### src/rtl/ad9364_rx_pattern_check.sv
// Loopback checker for the AD9364 1R1T receive stream: aligns to a repeating
// 3-entry I/Q pattern and reports lock, phase, error/sample counts and stalls.
module ad9364_rx_pattern_check #(
    parameter logic [11:0] PAT_I0       = 12'o3777,
    parameter logic [11:0] PAT_I1       = 12'o0000,
    parameter logic [11:0] PAT_I2       = 12'o4000,
    parameter logic [11:0] PAT_Q0       = 12'o3737,
    parameter logic [11:0] PAT_Q1       = 12'o1737,
    parameter logic [11:0] PAT_Q2       = 12'o0000,
    parameter int          LOCK_COUNT   = 8,
    parameter int          UNLOCK_COUNT = 4,
    parameter int          STALL_CYCLES = 16
) (
    input  logic        clk,
    input  logic        rstn,
    input  logic        adc_valid,
    input  logic [11:0] adc_data_i1,
    input  logic [11:0] adc_data_q1,
    input  logic        adc_status,
    input  logic        chk_clr,
    output logic        chk_locked,
    output logic [1:0]  chk_phase,
    output logic        chk_err_pulse,
    output logic [15:0] chk_err_cnt,
    output logic [31:0] chk_smp_cnt,
    output logic        chk_stall
);

    localparam logic [7:0]  LOCK_N   = 8'(LOCK_COUNT);
    localparam logic [7:0]  UNLOCK_N = 8'(UNLOCK_COUNT);
    localparam logic [15:0] STALL_N  = 16'(STALL_CYCLES);

    typedef enum logic [1:0] {
        ST_SEARCH = 2'd0,
        ST_VERIFY = 2'd1,
        ST_LOCKED = 2'd2
    } state_t;

    state_t      r_state;
    state_t      w_state_nxt;
    logic [1:0]  r_phase;
    logic [1:0]  w_phase_nxt;
    logic [7:0]  r_run;
    logic [7:0]  w_run_nxt;
    logic [7:0]  r_miss;
    logic [7:0]  w_miss_nxt;
    logic [15:0] r_stall_cnt;
    logic [15:0] w_stall_cnt_nxt;
    logic        w_stall_nxt;
    logic        w_stall_hit;
    logic        w_err;
    logic        w_smp;
    logic [2:0]  w_hit;
    logic        w_exp_hit;
    logic [1:0]  w_phase_adv;

    assign w_hit[0] = (adc_data_i1 == PAT_I0) && (adc_data_q1 == PAT_Q0);
    assign w_hit[1] = (adc_data_i1 == PAT_I1) && (adc_data_q1 == PAT_Q1);
    assign w_hit[2] = (adc_data_i1 == PAT_I2) && (adc_data_q1 == PAT_Q2);

    always_comb begin
        w_exp_hit = 1'b0;
        case (r_phase)
            2'd0:    w_exp_hit = w_hit[0];
            2'd1:    w_exp_hit = w_hit[1];
            2'd2:    w_exp_hit = w_hit[2];
            default: w_exp_hit = 1'b0;
        endcase
    end

    assign w_phase_adv = (r_phase == 2'd2) ? 2'd0 : r_phase + 2'd1;

    // Stall counter runs regardless of link status; it only watches the strobe.
    always_comb begin
        w_stall_cnt_nxt = r_stall_cnt;
        w_stall_nxt     = chk_stall;
        if (adc_valid) begin
            w_stall_cnt_nxt = 16'd0;
            w_stall_nxt     = 1'b0;
        end else if (r_stall_cnt != STALL_N) begin
            w_stall_cnt_nxt = r_stall_cnt + 16'd1;
            if (r_stall_cnt + 16'd1 == STALL_N)
                w_stall_nxt = 1'b1;
        end
    end

    assign w_stall_hit = !adc_valid && (w_stall_cnt_nxt == STALL_N);

    always_comb begin
        w_state_nxt = r_state;
        w_phase_nxt = r_phase;
        w_run_nxt   = r_run;
        w_miss_nxt  = r_miss;
        w_err       = 1'b0;
        w_smp       = 1'b0;
        if (!adc_status || w_stall_hit) begin
            w_state_nxt = ST_SEARCH;
        end else if (adc_valid) begin
            case (r_state)
                ST_SEARCH: begin
                    if (|w_hit) begin
                        // Lowest matching index wins.
                        if (w_hit[0])      w_phase_nxt = 2'd1;
                        else if (w_hit[1]) w_phase_nxt = 2'd2;
                        else               w_phase_nxt = 2'd0;
                        w_run_nxt   = 8'd1;
                        w_miss_nxt  = 8'd0;
                        w_state_nxt = (LOCK_N == 8'd1) ? ST_LOCKED : ST_VERIFY;
                    end
                end
                ST_VERIFY: begin
                    if (w_exp_hit) begin
                        w_run_nxt   = r_run + 8'd1;
                        w_phase_nxt = w_phase_adv;
                        if (r_run + 8'd1 == LOCK_N) begin
                            w_state_nxt = ST_LOCKED;
                            w_miss_nxt  = 8'd0;
                        end
                    end else begin
                        w_state_nxt = ST_SEARCH;
                    end
                end
                ST_LOCKED: begin
                    w_phase_nxt = w_phase_adv;
                    w_smp       = 1'b1;
                    if (w_exp_hit) begin
                        w_miss_nxt = 8'd0;
                    end else begin
                        w_err      = 1'b1;
                        w_miss_nxt = r_miss + 8'd1;
                        if (r_miss + 8'd1 == UNLOCK_N)
                            w_state_nxt = ST_SEARCH;
                    end
                end
                default: w_state_nxt = ST_SEARCH;
            endcase
        end
    end

    always_ff @(posedge clk or negedge rstn) begin
        if (!rstn) r_state <= ST_SEARCH;
        else       r_state <= w_state_nxt;
    end

    always_ff @(posedge clk or negedge rstn) begin
        if (!rstn) begin
            r_phase       <= 2'd0;
            r_run         <= 8'd0;
            r_miss        <= 8'd0;
            r_stall_cnt   <= 16'd0;
            chk_locked    <= 1'b0;
            chk_phase     <= 2'd0;
            chk_err_pulse <= 1'b0;
            chk_err_cnt   <= 16'd0;
            chk_smp_cnt   <= 32'd0;
            chk_stall     <= 1'b0;
        end else begin
            r_phase       <= w_phase_nxt;
            r_run         <= w_run_nxt;
            r_miss        <= w_miss_nxt;
            r_stall_cnt   <= w_stall_cnt_nxt;
            chk_locked    <= (w_state_nxt == ST_LOCKED);
            chk_phase     <= w_phase_nxt;
            chk_err_pulse <= w_err;
            chk_stall     <= w_stall_nxt;
            // Clear takes priority over a coincident increment.
            if (chk_clr)
                chk_err_cnt <= 16'd0;
            else if (w_err && chk_err_cnt != 16'hFFFF)
                chk_err_cnt <= chk_err_cnt + 16'd1;
            if (chk_clr)
                chk_smp_cnt <= 32'd0;
            else if (w_smp)
                chk_smp_cnt <= chk_smp_cnt + 32'd1;
        end
    end

endmodule
### config.mk
export PLATFORM = sky130hd
export DESIGN_NAME = ad9364_rx_pattern_check
export DESIGN_NICKNAME = d
export VERILOG_FILES = /design/src/rtl/ad9364_rx_pattern_check.sv
export SDC_FILE = /design/constraint.sdc
export NUM_CORES = 1
export LEC_CHECK = 0
export ABC_AREA = 1
export CAP_MARGIN = 20
export CORE_AREA = 4 4 109 163
export DETAILED_ROUTE_END_ITERATION = 16
export DIE_AREA = 0 0 113 167
export GPL_ROUTABILITY_DRIVEN = 0
export GPL_TIMING_DRIVEN = 0
export MAX_ROUTING_LAYER = met4
export SLEW_MARGIN = 20
export SYNTH_ARGS = -nofsm -noshare
export SYNTH_HDL_FRONTEND = slang
export SYNTH_SLANG_ARGS = --single-unit
### constraint.sdc
create_clock -name clk -period 3.2 [get_ports clk]
set_clock_uncertainty 0.2 [all_clocks]
set_input_delay 0.64 -clock clk [delete_from_list [all_inputs] [get_ports clk]]
set_output_delay 0.64 -clock clk [all_outputs]
set_load 0.05 [all_outputs]
; ---- Word level (Yosys, flattened, before mapping)
; Index checks and enable logic that the tools add are counted.
[word_totals]
reg_bits = 87
latchBits = 0
mem_bits_rw = 0
romBits = 0
in_bits = 29
output_inout_bits = 53
mem_count = 0
[op_classes]
n_addsub = 6
multipliers = 0
n_div = 0
order_cmp = 0
eq_ne = 18
shifts = 0
n_mux = 39
bitwise = 1
reduce_logical = 23
[ops]
columns = cell, n
row1 = 16-bit 2-to-1 mux, 4
row2 = 32-bit 2-to-1 mux, 2
row3 = 8-bit 2-to-1 mux, 6
row4 = 16-bit by 1-bit adder with 16-bit output (second input constant), 2
row5 = 32-bit by 1-bit adder with 32-bit output (second input constant), 1
row6 = 16-bit by 5-bit == test with 1-bit output (second input constant), 2
row7 = 12-bit by 11-bit == test with 1-bit output (second input constant), 2
row8 = 12-bit logical NOT, 2
row9 = 2-bit 2-to-1 mux, 12
row10 = 8-bit one-hot mux with 3 select lines, 1
row11 = 8-bit by 1-bit adder with 8-bit output (second input constant), 2
row12 = 16-bit != test (second input constant), 1
row13 = 16-bit by 5-bit != test with 1-bit output (second input constant), 1
row14 = 8-bit one-hot mux with 2 select lines, 1
row15 = 12-bit by 10-bit == test with 1-bit output (second input constant), 1
row16 = 12-bit == test (second input constant), 1
row17 = 2-bit one-hot mux with 3 select lines, 2
row18 = 1-bit 2-to-1 mux, 10
row19 = 5-bit AND reduction, 2
row20 = 2-bit nonzero test, 5
row21 = 8-bit by 3-bit == test with 1-bit output (second input constant), 1
row22 = 8-bit by 4-bit == test with 1-bit output (second input constant), 1
row23 = 2-bit == test (second input constant), 3
row24 = 2-bit != test (second input constant), 3
row25 = other kinds (12), 19

; ---- Longest topological paths before layout
; Gate-level depths: netlist (run 1).
[depth]
ltp_word = 10
depth_mapped = 16
ltp_nobuf = 16

; ---- Worst setup path after synthesis (run 1)
; No wires, ideal clock.
[synth_timing]
kind = reg2reg
from = reg chk_err_cnt[0]
to = reg chk_err_cnt[13]
t_arrival_ns = 2.295
slack_ns = 0.587
stages_incl_launch_ff = 14
n_path_buf = 1
period_less_slack_ns = 2.613
cell_sequence = dfrtp_1 -> ha_1 -> nand3_1 -> nor2_1 -> nand2_1 -> nor2_1 -> nand3_1 -> nor2_1 -> nand4_1 -> nand4_4 -> nand2_4 -> buf_6 -> nand2_2 -> nand2_1
[synth_between]
elab_chain_cells = 3
word_cells_on_any_way = 6
classes_between = add/sub: 1 / eq/ne: 1 / mux: 2 / reduce/logical: 2
[synth_rtl]
columns = item, line
row1 = from (decl), 24  ; output logic [15:0] chk_err_cnt,
row2 = from (signal assigned), 170  ; chk_err_cnt <= chk_err_cnt + 16'd1;
row3 = 16-bit by 1-bit adder with 16-bit output / 16-bit != test (equally long branches), "170, 169"
row4 = 16-bit 2-to-1 mux / 1-bit logical AND (equally long branches), 169  ; else if (w_err && chk_err_cnt != 16'hFFFF)
row5 = 16-bit 2-to-1 mux / 2-bit nonzero test (equally long branches), -
; Parallel ways exist; a longest one is shown, timed or not. The select of a mux whose other input is x is not followed.
; A chain may end at the register's enable or synchronous reset.

; ---- Worst setup path after layout (run 1)
[layout_timing]
from = in adc_data_i1[7]
to = reg chk_err_cnt[13]
[layout_between]
elab_chain_cells = 9
word_cells_on_any_way = 13
classes_between = eq/ne: 2 / mux: 5 / reduce/logical: 6
[layout_rtl]
columns = item, line
row1 = from (decl), 17  ; input logic [11:0] adc_data_i1,
row2 = 12-bit == test (tied with other cells), 59  ; assign w_hit[2] = (adc_data_i1 == PAT_I2) && (adc_data_q1 == PAT_Q2);
row3 = 1-bit logical AND (on tied branches), "59, 57, 58"
row4 = 1-bit one-hot mux with 3 select lines (*), 63  ; case (r_phase)
row5 = 1-bit 2-to-1 mux (*), 126  ; if (w_exp_hit) begin
row6 = 1-bit 2-to-1 mux (*), 99  ; case (r_state)
row7 = 1-bit 2-to-1 mux (*), 98  ; end else if (adc_valid) begin
row8 = 1-bit 2-to-1 mux (*), 96  ; if (!adc_status || w_stall_hit) begin
row9 = 1-bit logical AND (*), 169
row10 = 2-bit nonzero test (no line) (*), -
; Every way passes the cells marked *; elsewhere a longest branch is shown, timed or not.

==> impl_metrics.ini, run 1 <==
[timing]
holdWs_ns = -0.001929
rsz0062_at_grt = false
hold_viol = 2
setup_slack_ns = 0.3071
slew_violations = 0
worstMarginPinSlew_ns = 0.6294
slew-limit-headroom = 0.5804
fin_tns_setup_ns = 0
max_freq_ghz = 0.3457
finalSetupViolations = 0
finalCriticalPeriod_ns = 2.893
finalCritPeriodShare = 0.9040

[worst_setup_path]
r2r-end = chk_smp_cnt[2]
critPathMaxStageDelay_ns = 0.50
path_cells = clkdlybuf4s50_1, nor2_1, nand2_1, inv_1, nand2_1, nor2_1, nand3_1, nand3_1, inv_1, nand2_1, nor2_2, nand4_4, buf_4, nand3_1, nand2_1
cp_max_fo = 10
critPathRequiredTime_ns = 3.23
crit_type = in2reg
crit_family = simple AND/OR/NAND/NOR gates
critical-path-slowest-cell = clkdlybuf4s50_1
reg2reg_depth = 13
cp-end-kind = flop
r2r_setup_slack_ns = 0.59
crit_path_frequent_cell = nand2_1
startpoint_type = input port
crit_arrival_ns = 2.92
r2r-start = r_stall_cnt[1]
path_buf_inv = 4

[die]
start_util = 0.3970
die_y_um = 167
ioPinCount = 82
die_area_mm2 = 0.01887
core_mm2 = 0.01619
row_count = 57
die_w_um = 113

[clocking]
clkLatencyLatePin_ns = 0.34
cts_buffers = 9
cts_tree = built
cts_root_buf = clkbuf_16
clk_pin_slew_worst_paths_ns = 0.06
cts.path.max_buffers = 2
clkSinkCount = 87
htreeDepth = 3
cts_hold_buffers = 0
cts_setup_buffers = 0

[yosys]
synthesis.nets = 1012
ys_seq_elements = 87
syn_avg_cell_area_um2 = 6.606
seq_area_frac_synth = 0.3387
yosys_warnings = 0
syn_area_mm2 = 0.006427
yosys.cell_types.count = 38
postSynthCellCount = 973

[global_route]
grt_pass1_vias = 6503
track_usage = 0.2019
antenna_found_initial = 0
grt_start_max_net_pins = 50
grt_pass1_wl_um = 30570
grt_overflow = 0

[cells_and_area]
drive_gt1_frac = 0.07858
fin_util = 0.4834
antennaDiodeCount = 0
layout.nets = 1104
area_delta_synth_final_pct = 21.76

[detailed_routing]
firstDrtPassIters = 7
vias = 6362
detail_route.wl_per_cell_um = 14.11
viasPerCell = 4.990
finalWirelength_um = 17990
ant_nets = 0
drc_errors = 0
drt-initial-drc-count = 258

[power_and_ir_drop]
power_density_mw_per_mm2 = 329.9
vdd_drop_max_mv = 0.2046
power.leakage_nw = 3.672

[place]
dp_slack_ns = -0.1402
buffer_ports.inserted = 80
dpl.hpwl_um = 13930

[min_path]
hold_path_class = in2async

[job]
maxCapViolations = 0

[outcome]
outcome = finished, violations left
violations = hold timing
[kinds of logic (layout without fill, tap and decap cells)]
kind of cell	count (synthesis)	count (layout)	synth area share
XOR/XNOR	38	38	0.05178
flip-flops	87	87	0.3387
buffers and inverters	134	230	0.08741
AND/OR/NAND/NOR	672	672	0.4709
AO/OA/AOI/OAI	32	32	0.03173
adder cells (fa/ha/maj)	10	10	0.01947
[layout make-up]
class / instances / area (µm²)
Inverter: 110 / 412.9
Fill cell: 1684 / 8363
Clock buffer: 9 / 225.2
Multi-Input combinational cell: 752 / 3691
Tap cell: 206 / 257.7
Timing Repair Buffer: 81 / 829.5
Clock inverter: 6 / 83.83
Sequential cell: 87 / 2177
Buffer: 24 / 148.9
[sequential cells by signal, summed over array words and instances (netlist names)]
| signal | flops |
|---|---|
| chk_smp_cnt | 32 |
| chk_err_cnt | 16 |
| r_stall_cnt | 16 |
| r_miss | 8 |
| r_run | 8 |
| r_phase | 2 |
| r_state | 2 |
| chk_err_pulse | 1 |
| chk_locked | 1 |
| chk_stall | 1 |
[per-stage QoR]
step	hold slack (ns)	cells	cell area [µm²]	power (mW)
floorplan	0.1444	973	6427	1.326
global placement	0.2821	1259	7486	1.451
detailed placement	0.2845	1260	7515	1.458
CTS	0.01469	1275	7824	2.613
global route	0.02090	1275	7826	2.690
finish	-0.001929	1275	7826	2.582
[cell usage in the layout, fill, tap and decap left out, types with 7 or more instances in the layout]
cell type	synthesis	routed
nor2_1	151	150
inv_1	105	105
clkdlybuf4s50_1	0	79
nor2_2	9	10
nand3_1	116	116
a21oi_1	8	8
o21ai_0	7	7
xnor2_1	16	16
nand2_2	17	17
clkbuf_16	0	9
clkbuf_1	12	12
nand4_1	24	24
ha_1	10	10
nor3_1	24	24
xor2_1	22	22
nand2_1	299	299
dfrtp_1	87	87
[routing by layer]
metal / vias up / global-route usage / wire [µm]
li1: 3269 / - / -
met1: 2914 / 0.2226 / 7269
met2: 146 / 0.3651 / 9538
met3: 33 / 0.02686 / 681
met4: 0 / 0.07584 / 502
met5: - / - / 0
[worst reg2reg max path, cell delays in order, from the launching register on]
cell and delay (ns):
dfrtp_1 0.43, ha_1 0.25, nand2_2 0.09, nor2_4 0.17, nand2_1 0.12, xor2_1 0.24, nand2_2 0.11, nand3_1 0.11
nor2_2 0.05, nand3_4 0.13, nand4_4 0.20, buf_4 0.25, nand3_1 0.07, nand2_1 0.07
[cells in the mapped netlist (all sizes together)]
cell | instances | share of area
nor4 | 5 | 0.0049
ha | 10 | 0.019
nor3b | 6 | 0.0070
xor2 | 22 | 0.030
nand3 | 122 | 0.10
and3 | 1 | 0.00097
nor2 | 166 | 0.11
o21bai | 4 | 0.0058
inv | 110 | 0.064
nand3b | 2 | 0.0023
nand2 | 318 | 0.19
a211oi | 1 | 0.0012
a21oi | 9 | 0.0076
a221oi | 2 | 0.0027
xnor2 | 16 | 0.022
o21ai | 15 | 0.013
nand4 | 27 | 0.032
buf | 12 | 0.016
dfrtp | 87 | 0.34
clkbuf | 12 | 0.0070
nor3 | 24 | 0.019
and2 | 1 | 0.00097
o22ai | 1 | 0.00097
[worst max-delay path by stage]
| stage | slack [ns] | start | end | cells after the start |
|---|---|---|---|---|
| finish | 0.31 | adc_data_i1[7] | chk_err_cnt[13] | 15 |
| global route | 0.04 | adc_data_i1[0] | chk_err_cnt[5] | 16 |
| CTS | 0.20 | adc_data_i1[7] | chk_err_cnt[13] | 15 |
| detailed placement | -0.14 | adc_data_i1[7] | chk_err_cnt[5] | 16 |
| global placement | -2.11 | rstn | r_stall_cnt[11] | 1 |
| floorplan | 0.59 | chk_err_cnt[0] | chk_err_cnt[13] | 13 |
[timing repair]
item | 4_1_cts | 5_1_grt
resized for setup | 0 | 1
endpoints found under the hold margin | 0 | 0
endpoints found under the setup margin | 0 | 10
[power breakdown]
group / internal, mW / switching, mW
Clock: 0.680 / 0.469
Combinational: 0.100 / 0.187
Sequential: 1.12 / 0.0284
Total: 1.90 / 0.684
Note: power is estimated with default switching activity, not from simulation.
==> inputs of run 2 (changes only) <==
- CAP_MARGIN: 20 -> 30
- SLEW_MARGIN: 20 -> unset
==> impl_metrics.ini, run 2 (same netlist as run 1, synthesis figures left out) <==
[outcome]
outcome = finished clean

[power_and_ir_drop]
switching_share = 0.2641
combPwrFrac = 0.113
power_frac_clock = 0.435
power_density_mw_per_mm2 = 324.7
power.leakage_nw = 3.662
switchingPower_mw = 0.6699
intPower_mw = 1.867
power_frac_seq = 0.453
power_mw = 2.536
vdd_drop_max_mv = 0.2286

[timing]
holdWs_ns = 0.08629
slew-limit-headroom = 0.6022
finalCriticalPeriod_ns = 2.908
slew_violations = 0
max_freq_ghz = 0.3439
finalCritPeriodShare = 0.9087
worstMarginPinSlew_ns = 0.5968
rsz0062_at_grt = false
hold_viol = 0
finalSetupViolations = 0
setup_slack_ns = 0.2922

[global_route]
track_usage = 0.2009
antenna_found_initial = 0
grt_pass1_wl_um = 30400
grt_pass1_vias = 6437
grt_start_max_net_pins = 49
grt_overflow = 0

[worst_setup_path]
r2r-end = chk_smp_cnt[3]
crit_arrival_ns = 2.99
critPathRequiredTime_ns = 3.28
cp_max_fo = 10
crit_type = in2reg
crit_start = adc_data_i1[7]
reg2reg_depth = 13
r2r_setup_slack_ns = 0.58
startpoint_type = input port
cp-end-kind = flop
crit_path_end = chk_err_cnt[11]
r2r-start = r_stall_cnt[1]

[clocking]
clkSinkCount = 87
cts_tree = built
htreeDepth = 3
clkLatencyLatePin_ns = 0.34
cts_buffers = 9
cts_hold_buffers = 0
cts.path.max_buffers = 2
clk_pin_slew_worst_paths_ns = 0.07
cts_root_buf = clkbuf_16

[place]
dp_slack_ns = -0.1540
buffer_ports.inserted = 80
dpl.hpwl_um = 13920

[die]
ioPinCount = 82
die_w_um = 113
die_area_mm2 = 0.01887
row_count = 57
core_mm2 = 0.01619
die_y_um = 167
start_util = 0.3970

[cells_and_area]
largest_register_ffs = 32
drive_gt1_frac = 0.07671
reg.largest.list = chk_smp_cnt: 32 flops, chk_err_cnt: 16 flops, r_stall_cnt: 16 flops
layout_commonest_cell = nand2_1
area_delta_synth_final_pct = 21.55
layout.nets = 1104
final_cell_mix = nand2_1, nor2_1, nand3_1
regMostFlops = chk_smp_cnt
multi_input_area_mm2 = 0.003691
antennaDiodeCount = 0
ff_latch_area_mm2 = 0.002177
n_fill_cell = 1685

[detailed_routing]
topRoutingLayerUsed = met4
finalWirelength_um = 17870
wl_met3_um = 487
drt-initial-drc-count = 212
detail_route.wl_per_cell_um = 14.02
firstDrtPassIters = 4
drc_errors = 0
wl_met1_um = 7432
ant_nets = 0
vias = 6352
route.met2.wl_um = 9419
viasPerCell = 4.982

[min_path]
hold_path_class = in2async

[job]
maxCapViolations = 0
## run 2: cell count changes in the layout (fill, tap and decap cells not counted), sizes merged
cell,change
bufinv,-1
clkinv,-3
clkbuf,+4
## run 2: critical path: stages
cell,delay (ns)
clkdlybuf4s50_1,0.50
nor2_1,0.06
nand2_1,0.06
inv_1,0.03
nand2_1,0.11
nor2_1,0.07
nand3_1,0.06
nand3_1,0.18
inv_1,0.12
nand2_1,0.24
nor2_2,0.26
nand4_4,0.22
nand2_4,0.14
buf_6,0.18
nand2_2,0.05
nand2_1,0.06
## run 2: layout make-up
| type | count | share of cell area |
|---|---|---|
| flip-flops and latches | 87 | 0.2787 |
| clock inverters | 2 | 0.004965 |
| well taps | 206 | 0.03299 |
| multi-input cells | 752 | 0.4725 |
| plain buffers | 24 | 0.01906 |
| inverters | 110 | 0.05285 |
| clock buffers | 13 | 0.03331 |
| repair buffers | 81 | 0.1057 |
## run 2: routing by layer
metal	up-vias	GRT usage
met5	-	-
met3	31	0.02432
met2	121	0.3589
met4	0	0.08316
li1	3279	-
met1	2921	0.2236
## run 2: power groups by stage
stage / logic, mW / clock network (mW) / registers [mW]
final: 0.286 / 1.10 / 1.15
after global routing: 0.321 / 1.17 / 1.15
after CTS: 0.291 / 1.14 / 1.15
after detailed placement: 0.289 / 0 / 1.17
after global placement: 0.283 / 0 / 1.17
after floorplan: 0.133 / 0 / 1.19
## run 2: per-stage QoR
| step | utilization | instances | setup TNS [ns] | instance area, µm² |
|---|---|---|---|---|
| 6_report | 0.4826 | 1275 | 0 | 7812 |
| 3_5_place_dp | 0.4639 | 1260 | -1.564 | 7511 |
| 4_1_cts | 0.4824 | 1275 | 0 | 7810 |
| 5_1_grt | 0.4826 | 1275 | 0 | 7812 |
| 3_3_place_gp | 0.4624 | 1259 | -183.93 | 7486 |
| 2_1_floorplan | - | 973 | 0 | 6427 |
## run 2: worst min path at each step
stage                    from               to  slack [ns]
detailed placement  r_miss[7]        r_miss[7]        0.28
global placement    r_miss[7]        r_miss[7]        0.28
CTS                      rstn  chk_smp_cnt[18]         0.1
floorplan                rstn   chk_err_cnt[0]        0.14
global route             rstn  chk_smp_cnt[18]        0.12
finish                   rstn  chk_smp_cnt[17]        0.09
## run 2: repair_timing
action / 4_1_cts / 5_1_grt
buffers inserted: 0 / 0
gates resized for setup: 0 / 1
endpoints found under the setup margin: 0 / 10
==> inputs of run 3 (changes only) <==
- CAP_MARGIN: 30 -> 10
- CTS_CLUSTER_SIZE: unset -> 24
==> impl_metrics.ini, run 3 (same netlist as run 1, synthesis figures left out) <==
[timing]
finalCritPeriodShare = 0.9087
rsz0062_at_grt = false
holdWs_ns = 0.08629
finalCriticalPeriod_ns = 2.908
max_freq_ghz = 0.3439
finalSetupViolations = 0
setup_slack_ns = 0.2922
slew-limit-headroom = 0.6022
slew_violations = 0
worstMarginPinSlew_ns = 0.5968
hold_viol = 0

[clocking]
htreeDepth = 3
cts_buffers = 9
cts_hold_buffers = 0
cts_tree = built
clkSinkCount = 87
cts_root_buf = clkbuf_16
clk_pin_slew_worst_paths_ns = 0.07
cts_resized = 0
cts_setup_buffers = 0
cts.path.max_buffers = 2
clkLatencyLatePin_ns = 0.34

[cells_and_area]
regMostFlops = chk_smp_cnt
largest_register_ffs = 32
drive_gt1_frac = 0.07671
fin_util = 0.4826
final_cell_mix = nand2_1, nor2_1, nand3_1
antennaDiodeCount = 0
reg.largest.list = chk_smp_cnt: 32 flops, chk_err_cnt: 16 flops, r_stall_cnt: 16 flops
n_fill_cell = 1685
layout_commonest_cell = nand2_1
area_delta_synth_final_pct = 21.55
layout.nets = 1104
stdcell_area_mm2 = 0.007812

[detailed_routing]
vias = 6352
ant_nets = 0
viasPerCell = 4.982
firstDrtPassIters = 4
finalWirelength_um = 17870
drt-initial-drc-count = 212
detail_route.wl_per_cell_um = 14.02
drc_errors = 0

[power_and_ir_drop]
power.leakage_nw = 3.662
power_density_mw_per_mm2 = 324.7
vdd_drop_max_mv = 0.2286
power_mw = 2.536

[die]
die_y_um = 167
start_util = 0.3970
core_mm2 = 0.01619
ioPinCount = 82
die_area_mm2 = 0.01887
row_count = 57
die_w_um = 113

[worst_setup_path]
r2r-start = r_stall_cnt[1]
critPathMaxStageDelay_ns = 0.50
crit_start = adc_data_i1[7]
r2r_setup_slack_ns = 0.58
critical-path-slowest-cell = clkdlybuf4s50_1
cp_max_fo = 10
critPathRequiredTime_ns = 3.28
crit_type = in2reg
startpoint_type = input port
crit_path_frequent_cell = nand2_1
cp-end-kind = flop
crit_arrival_ns = 2.99
path_cells = clkdlybuf4s50_1, nor2_1, nand2_1, inv_1, nand2_1, nor2_1, nand3_1, nand3_1, inv_1, nand2_1, nor2_2, nand4_4, nand2_4, buf_6, nand2_2, nand2_1

[place]
dp_slack_ns = -0.1540
dpl.hpwl_um = 13920
buffer_ports.inserted = 80
placed_cell_area_mm2 = 0.007511

[global_route]
grt_start_max_net_pins = 49
grt_pass1_vias = 6437
track_usage = 0.2009
grt_pass1_wl_um = 30400
grt_overflow = 0
antenna_found_initial = 0

[outcome]
outcome = finished clean

[job]
maxCapViolations = 0

[min_path]
hold_path_class = in2async
==> run 3: report_power, final <==
part | leakage [nW] | switching, mW | total [mW] | internal (mW)
registers | 1.20 | 0.0297 | 1.15 | 1.12
clock network | 0.146 | 0.454 | 1.10 | 0.648
logic | 2.32 | 0.186 | 0.286 | 0.0997
total | 3.66 | 0.670 | 2.54 | 1.87
==> run 3: layout make-up <==
| class | instances | area [µm²] | area share |
|---|---|---|---|
| buffer | 24 | 148.9 | 0.01906 |
| clock buffer | 13 | 260.3 | 0.03331 |
| clock inverter | 2 | 38.79 | 0.004965 |
| inverter | 110 | 412.9 | 0.05285 |
| multi-input combinational | 752 | 3691 | 0.4725 |
| sequential | 87 | 2177 | 0.2787 |
| tap | 206 | 257.7 | 0.03299 |
| timing repair buffer | 81 | 825.8 | 0.1057 |
==> run 3: critical path: cells and delay by family <==
family / cells / cell delay [ns]
AND/OR/NAND/NOR: 12 / 1.51
buffers and inverters: 4 / 0.83
==> run 3: routing by layer <==
metal,track usage,part of all wire,vias up,wire length [µm]
met5,-,0,-,0
met4,0.08316,0.030,0,532
met3,0.02432,0.027,31,487
met2,0.3589,0.53,121,9419
met1,0.2236,0.42,2921,7432
li1,-,-,3279,-
==> run 3: worst paths after layout <==
path                                    to  depth (start not counted)
max in group asynchronous  r_stall_cnt[12]                          2
setup / recovery           chk_err_cnt[11]                         16
min in group clk                 r_miss[7]                          2
setup reg to reg            chk_smp_cnt[3]                         13
hold / removal             chk_smp_cnt[17]                          1
hold reg to reg                  r_miss[7]                          2
==> run 3: metrics by stage <==
stage                     std cells  setup TNS (ns)
after global placement         1259         -183.93
after detailed placement       1260          -1.564
after CTS                      1275               0
after global routing           1275               0
after floorplan                 973               0
final                          1275               0
==> patch, RTL diff (config.mk and constraints of run 3) <==
Encoding of `state_t`: now one-hot (3 bits for 3 states).
--- a/src/rtl/ad9364_rx_pattern_check.sv
+++ b/src/rtl/ad9364_rx_pattern_check.sv
@@ -30,10 +30,10 @@
     localparam logic [7:0]  UNLOCK_N = 8'(UNLOCK_COUNT);
     localparam logic [15:0] STALL_N  = 16'(STALL_CYCLES);
 
-    typedef enum logic [1:0] {
-        ST_SEARCH = 2'd0,
-        ST_VERIFY = 2'd1,
-        ST_LOCKED = 2'd2
+    typedef enum logic [2:0] {
+        ST_SEARCH = 3'b001,
+        ST_VERIFY = 3'b010,
+        ST_LOCKED = 3'b100
     } state_t;
 
     state_t      r_state;
Behaviour: same outputs for any inputs over 4 cycles, from zero or initial values and one cycle with rstn low; so few cycles prove little.
==> patch against run 3 <==
Cell area up 1.1%; sequential cell count up 1; synthesized area up 1.3%; core utilization up 0.54 points; total power up 0.40%; wire length down 2.8%; cell count down 3.0%; non-clock buffer count up 1; setup slack better by 0.042 ns; combinational power down 11%; hold slack worse by 0.067 ns; critical endpoint is now chk_err_cnt[6]; largest power group unchanged; highest routed layer unchanged.
==> patch: results (changes against run 3) <==
Parameter                              Value

Status
  Result of the run    finished clean

Layout
  Number of non-filler instances in the completed layout    1237 (-3.0%)
  Diode count    0 (unchanged)
  Leading registers by flop count    chk_smp_cnt (32), chk_err_cnt (16), r_stall_cnt (16)
  Total number of nets in the final design    1062 (-3.8%)
  Fraction of final layout cells with drive strength greater than 1    9.41% (+1.7 points)

Clocking
  Post-cts resize count    0 (unchanged)
  Clock latency of the later-clocked register in the worst-skew pair    0.35 ns
  Number of buffers created by CTS    9 (unchanged)
  Clock slew at reported path FFs    0.07 ns (about the same)
  Bufs on Longest Clock Path    2 (unchanged)
  Clock root cell    clkbuf_16
  H-tree level count    3 (unchanged)
  Number of buffers inserted to repair setup after CTS    0 (unchanged)

Logic synthesis
  FFs w/ async S/R, synth    100% (unchanged)
  Cells taking the most area after synthesis    dfrtp_1, nand2_1, nor2_1, inv_1, nand3_1
  Average instance area after synthesis    6.97 um^2 (+5.5%)
  Warning count from the yosys run    0 (unchanged)
  Post-synthesis cell type count    43 (+13%)
  Net Count, Synth    971 (-4.1%)
  Most instantiated cells after synthesis    nand2_1, nor2_1, inv_1, dfrtp_1, nand3_1
  Ys flop type    dfrtp_1
  Seq/Total Area, Yosys    33.8% (-0.046 points)

GRT
  Maximum number of pins on one net before global-route repair    61 (+24%)
  Global-route usage over all layers    19.5% (-0.64 points)
  Antenna violations before repair    0 (unchanged)
  Global-route wire length before repair    29600 um (-2.7%)
  Vias in the first global route    6225 (-3.3%)

Place
  Count of buffers inserted at the top-level ports    79 (-1.3%)
  Placed wire-length estimate after detailed placement    13400 um (-3.9%)
  Cell Area, Placed    7590 um^2 (+1.0%)
  Number of placed cells counting well taps    1221 (-3.1%)

Pwr
  Worst vdd ir    0.213 mV (-6.9%)
  Switching fraction of total power    27.5% (+1.1 points)
  Leakage power    3.71 nW (+1.4%)

Worst setup path
  Arrival time of data at the critical path endpoint    2.91 ns (-0.08 ns)
  Cell with the largest stage delay on the worst path    clkdlybuf4s50_1
  Category of cells accounting for the largest share of critical-path delay    simple AND/OR/NAND/NOR gates
  Maximum fanout encountered on the critical timing path    10 (unchanged)
  Peak per-stage delay on the critical path    0.42 ns (-0.08 ns)

Routing
  Initial DRT Pass Iterations    5 (+1)
  Average routed wire per standard cell    14.0 um (+0.15%)
  Count of vias placed by the detailed router    6256 (-1.5%)
  Initial DRC Count    235 (+11%)

Worst hold path
  Worst Hold Class    in -> async

Timing
  Headroom to the max-slew limit    38.4% (-22 points)
patch: layer usage:
| layer | wire, um | GRT usage (%) |
|---|---|---|
| met1 | 7340 | 22.1 |
| met2 | 9020 | 34.6 |
| met3 | 551 | 2.79 |
| met4 | 458 | 6.80 |
| met5 | 0 | - |
patch: layout make-up:
type | instances | area [um^2]
Inverter | 124 | 470
Fill cell | 1623 | 8290
Tap cell | 206 | 258
Clock inverter | 7 | 87.6
Buffer | 26 | 180
Clock buffer | 9 | 225
Timing Repair Buffer | 80 | 816
Sequential cell | 88 | 2200
Multi-Input combinational cell | 697 | 3660
patch: power by group through the flow:
stage          clock network [mW]  registers, mW  logic, mW
2_1_floorplan                   0           1.20      0.127
3_3_place_gp                    0           1.18      0.252
3_5_place_dp                    0           1.18      0.258
4_1_cts                      1.17           1.16      0.259
5_1_grt                      1.21           1.17      0.285
6_report                     1.13           1.16      0.254
patch: final timing paths:
path / from / slack [ns] / end / cells after the start
max: adc_data_i1[3] / 0.33 / chk_err_cnt[6] / 14
min: rstn / 0.02 / chk_smp_cnt[7] / 1
max reg2reg: chk_err_cnt[0] / 0.62 / chk_err_cnt[6] / 13
min reg2reg: r_miss[5] / 0.30 / r_miss[5] / 2
max in group asynchronous: rstn / 2.09 / r_state[0] / 2
min in group clk: r_miss[5] / 0.30 / r_miss[5] / 2
patch: cell families after synthesis:
| logic type | after synthesis | synth area share, % |
|---|---|---|
| AOI/OAI and AO/OA | 37 | 3.27 |
| xor gates and xnor gates | 44 | 5.92 |
| adders and majority gates | 7 | 1.34 |
| buffers and inverters | 150 | 9.99 |
| DFF | 88 | 33.8 |
| and+or+nand+nor | 609 | 45.7 |
patch: metrics by stage:
stage          hold WS [ns]  setup WS, ns
2_1_floorplan         0.144         0.538
3_3_place_gp          0.286         -2.29
3_5_place_dp          0.288       -0.0387
4_1_cts              0.0327         0.336
5_1_grt              0.0503        0.0295
6_report             0.0196         0.334
patch: worst reg2reg max path: stages, from the launching register on:
cell and delay [ns]:
dfrtp_1 0.42, ha_1 0.21, nand3_1 0.10, nor2_1 0.16, nand2_1 0.12, nor2_2 0.16, nand2_1 0.14, nor3_2 0.20
nand3_1 0.16, nand4_4 0.18, nand2_2 0.12, buf_4 0.20, nand2_1 0.06, nand2_1 0.05
